$ cat src/rtl/rr_buffer_arbiter.sv
// Round-robin arbiter feeding a single-entry registered output buffer.
// N valid/ready requesters share one downstream valid/ready channel.
module rr_buffer_arbiter #(
  parameter int N = 4,
  parameter int W = 8,
  localparam int SW = (N > 1) ? $clog2(N) : 1
) (
  input  logic            clk,
  input  logic            rst,
  input  logic [N-1:0]    req_valid,
  input  logic [N*W-1:0]  req_data,
  output logic [N-1:0]    req_ready,
  output logic            out_valid,
  output logic [W-1:0]    out_data,
  output logic [SW-1:0]   out_src,
  input  logic            out_ready
);

  typedef enum logic {
    EMPTY = 1'b0,
    FULL  = 1'b1
  } state_t;

  typedef logic [SW:0] ext_t;

  state_t         state;
  state_t         state_nxt;
  logic [SW-1:0]  ptr;
  logic [SW-1:0]  gnt_idx;
  logic           found;
  logic [N-1:0]   grant;
  logic           load;
  logic           fire;
  logic           drain;
  ext_t           idx;

  // Rotating priority scan starting at ptr; independent of req_ready.
  always_comb begin
    gnt_idx = '0;
    found   = 1'b0;
    idx     = '0;
    for (int k = 0; k < N; k++) begin
      idx = {1'b0, ptr} + ext_t'(k);
      if (idx >= ext_t'(N)) begin
        idx = idx - ext_t'(N);
      end
      if (!found && req_valid[idx[SW-1:0]]) begin
        found   = 1'b1;
        gnt_idx = idx[SW-1:0];
      end
    end
  end

  always_comb begin
    grant = '0;
    if (found) begin
      grant = N'(1) << gnt_idx;
    end
  end

  assign out_valid = (state == FULL);
  assign load      = !rst && (!out_valid || out_ready);
  assign fire      = load && found;
  assign drain     = out_valid && out_ready;
  assign req_ready = load ? grant : '0;

  always_ff @(posedge clk) begin
    if (rst) begin
      state <= EMPTY;
    end else begin
      state <= state_nxt;
    end
  end

  always_comb begin
    state_nxt = state;
    case (state)
      EMPTY: begin
        if (fire) begin
          state_nxt = FULL;
        end
      end
      FULL: begin
        if (drain && !fire) begin
          state_nxt = EMPTY;
        end
      end
      default: state_nxt = EMPTY;
    endcase
  end

  always_ff @(posedge clk) begin
    if (rst) begin
      out_data <= '0;
      out_src  <= '0;
    end else if (fire) begin
      out_data <= req_data[gnt_idx*W +: W];
      out_src  <= gnt_idx;
    end
  end

  // Pointer moves just past the winner, wrapping N-1 -> 0.
  always_ff @(posedge clk) begin
    if (rst) begin
      ptr <= '0;
    end else if (fire) begin
      if (gnt_idx == SW'(N - 1)) begin
        ptr <= '0;
      end else begin
        ptr <= gnt_idx + SW'(1);
      end
    end
  end

endmodule
$ cat config.mk
export PLATFORM = sky130hd
export DESIGN_NAME = rr_buffer_arbiter
export DESIGN_NICKNAME = d
export VERILOG_FILES = /design/src/rtl/rr_buffer_arbiter.sv
export SDC_FILE = /design/constraint.sdc
export NUM_CORES = 1
export LEC_CHECK = 0
export BUFFER_PORTS_ARGS = -buffer_cell sky130_fd_sc_hd__buf_2
export CAP_MARGIN = 20
export CORE_MARGIN = 1
export CORE_UTILIZATION = 25
export CTS_CLUSTER_DIAMETER = 50
export DETAILED_ROUTE_END_ITERATION = 10
export PLACE_DENSITY = 0.49
export SLEW_MARGIN = 25
export SYNTH_ARGS = -nofsm -noshare
export SYNTH_HDL_FRONTEND = slang
export SYNTH_SLANG_ARGS = --single-unit
$ cat constraint.sdc
create_clock -name clk -period 2.7 [get_ports clk]
set_input_delay 0.54 -clock clk [delete_from_list [all_inputs] [get_ports clk]]
set_output_delay 0.54 -clock clk [all_outputs]
set_load 0.1 [all_outputs]
Word-level counts from Yosys, hierarchy flattened
Index checks and enable logic that the tools add are counted.
{"block": "classes", "muxes": 26, "order_cmp": 8, "n_eq_ne": 1, "bitwise": 1, "n_reduce_logical": 14, "n_addsub": 8, "n_shift": 2}
{"op": "32-bit by 6-bit indexed part select with 8-bit output", "n": 1}
{"op": "2-bit two-way mux", "n": 9}
{"op": "2-bit by 3-bit less-than comparator with 1-bit output (second input constant)", "n": 4}
{"op": "1-bit two-way mux", "n": 10}
{"op": "3-bit >= comparator (second input constant)", "n": 3}
{"op": "1-bit binary-select mux with 2-bit select", "n": 4}
{"op": "4-bit two-way mux", "n": 2}
{"op": "2-bit by 1-bit subtractor with 2-bit output (second input constant)", "n": 4}
{"op": "1-bit logical AND", "n": 7}
{"op": "2-bit by 2-bit adder with 3-bit output (second input constant)", "n": 2}
{"op": "1-bit logical NOT", "n": 6}
{"op": "1-bit by 2-bit << shifter with 4-bit output (first input constant)", "n": 1}
{"op": "2-bit by 1-bit adder with 3-bit output (second input constant)", "n": 1}
{"op": "2-bit by 3-bit >= comparator with 1-bit output (second input constant)", "n": 1}
{"op": "2-bit by 1-bit adder with 2-bit output (second input constant)", "n": 1}
{"op": "2-bit equality test (second input constant)", "n": 1}
{"op": "1-bit one-hot mux with 2 select lines", "n": 1}
{"op": "1-bit logical OR", "n": 1}
{"op": "1-bit NOT", "n": 1}
{"block": "totals", "reg_bits": 13}

Longest topological paths before layout
{"block": "depth", "depth_word": 19, "mapped_depth": 8, "ltp_nobuf": 7}

Worst setup path after synthesis
OpenSTA, ideal clock, no wires.
{"block": "synth_path", "path_kind": "register -> output", "from": "register state, in the netlist out_valid", "to": "output req_ready[1]", "arrival_ns": 2.749, "slack_ns": -0.589, "stages_incl_launch_ff": 6, "cell_sequence": "dfxtp_1 > nor2b_1 > nor3_1 > buf_4 > nand2_1 > nor2_1"}
{"block": "synth_via", "elab_chain_len": 4}
{"item": "start: declaration", "line": "26", "source": "state_t state;"}
{"item": "start signal: assignment", "line": "71", "source": "state <= state_nxt;"}
{"item": "1-bit logical NOT", "line": "62", "source": "assign load = !rst && (!out_valid || out_ready);"}
{"item": "1-bit logical OR", "line": "62"}
{"item": "1-bit logical AND", "line": "62"}
{"item": "4-bit two-way mux", "line": "65", "source": "assign req_ready = load ? grant : '0;"}
{"item": "end: declaration", "line": "12", "source": "output logic [N-1:0] req_ready,"}
Every way passes these cells.

Final worst setup path
{"block": "layout_path", "from": "register ptr[1]", "to": "output req_ready[2]"}
{"block": "layout_via", "elab_chain_len": 17, "word_cells_on_any_way": 40}
{"item": "start: declaration", "line": "28", "source": "logic [SW-1:0] ptr;"}
{"item": "start signal: assignment", "line": "110", "source": "ptr <= gnt_idx + SW'(1);"}
{"item": "branches (longest 13 deep; another with 2-bit by 1-bit adder with 3-bit output)"}
{"item": "2-bit two-way mux (*)", "line": "47", "source": "if (!found && req_valid[idx[SW-1:0]]) begin"}
{"item": "net gnt_idx[1]", "line": "29", "source": "logic [SW-1:0] gnt_idx;"}
{"item": "1-bit by 2-bit << shifter with 4-bit output (*)", "line": "57", "source": "grant = N'(1) << gnt_idx;"}
{"item": "4-bit two-way mux (*)", "line": "56", "source": "if (found) begin"}
{"item": "4-bit two-way mux (*)", "line": "65"}
Mark *: on every way through the listed nets, which the timed path passes. The select of a mux whose other input is x is not followed.

==> run_results.csv <==
group,metric,value,unit
critical_path,slowest_stage,"dfxtp_1",
timing,worstMarginPinSlew,586.8,ps
global_routing,gr-usage-met3,4.141,%
global_routing,grt_max_degree,15,
worst_hold_path,hp-class,"reg2reg",
synthesis,postSynthNetCount,130,
routing,routedWlPerCell,11.44,um
placement,dp_slack,179.4,ps
cells_and_area,layout_commonest_cell,"buf_2",
synthesis,synthesis.area,902.1,sq um
clocking,cts_tree,"built",
critical_path,crit_path_end_kind,"primary output",
routing,dr.first_iter.drc_count,18,
cells_and_area,syn_to_final_growth,46.46,%
critical_path,crit_path_start_kind,"flip-flop",
timing,tns,0,ps
run,drv_cap,0,
synthesis,ys_ff_latch,13,
placement,io_buffer_count,53,
floorplanning,start_util,26.61,%
timing,slew_headroom,60.59,%
global_routing,gr-usage-met1,13.93,%
routing,detail-route-antenna-nets,0,
global_routing,top_usage_layer,"met2",
floorplanning,dieWidth,62.07,um
cells_and_area,instances_no_fill,192,
timing,final-max-slew-violation-count,0,
global_routing,overflow,0,
critical_path,cp_max_fo,5,
critical_path,cp_slowest_stage_delay,470,ps
timing,period_needed,2492,ps
placement,gp_congestion,0.6687,
timing,fin_ws,207.9,ps
timing,max_freq,401.3,MHz
synthesis,ys_warn_count,0,
floorplanning,fp.dieH,62.07,um
clocking,htreeDepth,1,
clocking,clock_latency,270,ps
timing,finalHoldViolCount,0,
placement,place_hpwl,1771,um
power_and_ir_drop,p_per_area,768.8,nW/um^2
global_routing,grt_antenna_before_repair,0,
global_routing,grt_pass1_wl,3615,um
cells_and_area,nets,188,
clocking,cts_buffer_depth,2,
cells_and_area,fin_util,38.98,%
global_routing,met2_usage,23.56,%
floorplanning,rows,21,
timing,rsz0062_at_grt,"no",
routing,vias,879,
floorplanning,dieArea,3853,sq um
status,status,"finished, final reports clean",
global_routing,grt_pass1_vias,878,
timing,finalCritPeriodShare,92.30,%
cells_and_area,diodes,0,
power_and_ir_drop,vdd_drop_max,0.3364,mV
critical_path,path_cells,"a21oi_1 > nor3b_2 > or3_4 > inv_2 > ha_1 > and2_2 > buf_12",
clocking,root_buffer,"clkbuf_4",
critical_path,path_class,"reg2out",
clocking,cts_num_sinks,13,
routing,routed_wl,2196,um
critical_path,critical_path_required,2160,ps
clocking,clk_pin_slew,80,ps
routing,viasPerCell,4.578,
placement,dp.cells,188,
clocking,post-cts-setup-buffers,0,
clocking,cts_made_buffers,3,
timing,timing.clock.skew,1.421,ps
power_and_ir_drop,p_leak,0.0006153,uW
cells_and_area,final_cell_mix,"buf_2, dfxtp_1, mux2_2, nor3b_1, a221o_1",
floorplanning,pin_count,54,
clocking,ctsHoldBuffers,0,
global_routing,track_usage,13.22,%
synthesis,syn_inst,89,
routing,first_pass_iters,4,
synthesis,avgSynthCellArea,10.14,sq um
synthesis,synth_seq_area_share,28.85,%
timing,finalSetupViolations,0,
floorplanning,core_area,3390,sq um
critical_path,cp.arrival,1950,ps
routing,drc_errors,0,
synthesis,ys_types,30,
cells_and_area,drive_gt1_share,59.59,%
## routing by layer
metal	up-vias	part of all wire, %	wire (um)
li1	443	-	-
met1	399	42	925
met2	33	49	1073
met3	4	7.1	155
met4	0	1.9	42
met5	-	0	0
## logic make-up (layout without fill, tap and decap cells)
group / Yosys count / after routing / synth area share (%)
AO/OA/AOI/OAI: 17 / 17 / 16.09
adder cells (fa/ha/maj): 2 / 2 / 2.773
buffers and inverters: 9 / 66 / 5.686
flip-flops: 13 / 13 / 28.85
multiplexers: 16 / 16 / 22.89
AND/OR/NAND/NOR: 32 / 32 / 23.72
## flip-flops by register name, indices dropped and copies added, names as in the netlist
register	cells
ptr	2
out_data	8
out_src	2
out_valid	1
## worst max-delay path, delay by kind of cell (launching register included)
kind / cells / cell delay, ps
and+or+nand+nor: 3 / 700
DFF: 1 / 470
buffers and inverters: 2 / 210
adders and majority gates: 1 / 160
AOI/OAI and AO/OA: 1 / 120
## synthesized netlist by cell type, drive strengths merged
cell	n	area share, %
a211oi	1	2.2
a21oi	5	3.2
a221o	8	8.9
and2	2	1.4
buf	4	3.6
dfxtp	13	29
ha	2	2.8
inv	5	2.1
mux2	16	23
nand2	3	1.2
nand2b	3	2.1
nand3b	1	0.83
nor2	7	3.2
nor2b	2	1.4
nor3	1	0.55
nor3b	9	8.0
nor4	2	3.1
o21ai	2	1.1
o22ai	1	0.69
or3	2	1.9
## layout make-up
class                   instances  area [sq um]
clock buffers                   4         26.28
fillers                       337          2068
inverters                       5         18.77
multi-input cells              67         603.1
flip-flops and latches         13         260.3
well taps                      46         57.56
repair buffers                 57         355.3
## power breakdown
part	switching (uW)	total (uW)	internal, uW
logic	426	636	210
clock network	63.3	121	57.2
registers	26.9	259	232
total	517	1020	499
## worst paths after layout
path | from | endpoint | slack, ps | depth (start not counted)
min | out_src[0]$_SDFFE_PP0P_ | out_src[0]$_SDFFE_PP0P_ | 460 | 2
max | ptr[1]$_SDFFE_PP0P_ | req_ready[2] | 210 | 7
min reg2reg | out_src[0]$_SDFFE_PP0P_ | out_src[0]$_SDFFE_PP0P_ | 460 | 2
max reg2reg | ptr[0]$_SDFFE_PP0P_ | out_data[7]$_SDFFE_PP0P_ | 760 | 6
## repair_timing
| item | 4_1_cts | 5_1_grt |
|---|---|---|
| setup endpoints to repair | 0 | 1 |
| hold endpoints to repair | 0 | 0 |
| gates resized for setup | 0 | 1 |
## through the flow
step                      total power (uW)  area [sq um]  hold WS (ps)
after detailed placement             903.5          1290         450.2
final                                 1016          1321         457.7
after floorplan                      773.8         909.6         481.6
after global placement               897.2          1290         446.8
after global routing                  1068          1321         486.5
after CTS                             1025          1316         461.6
No activity file was read; power rests on OpenSTA's default activity.
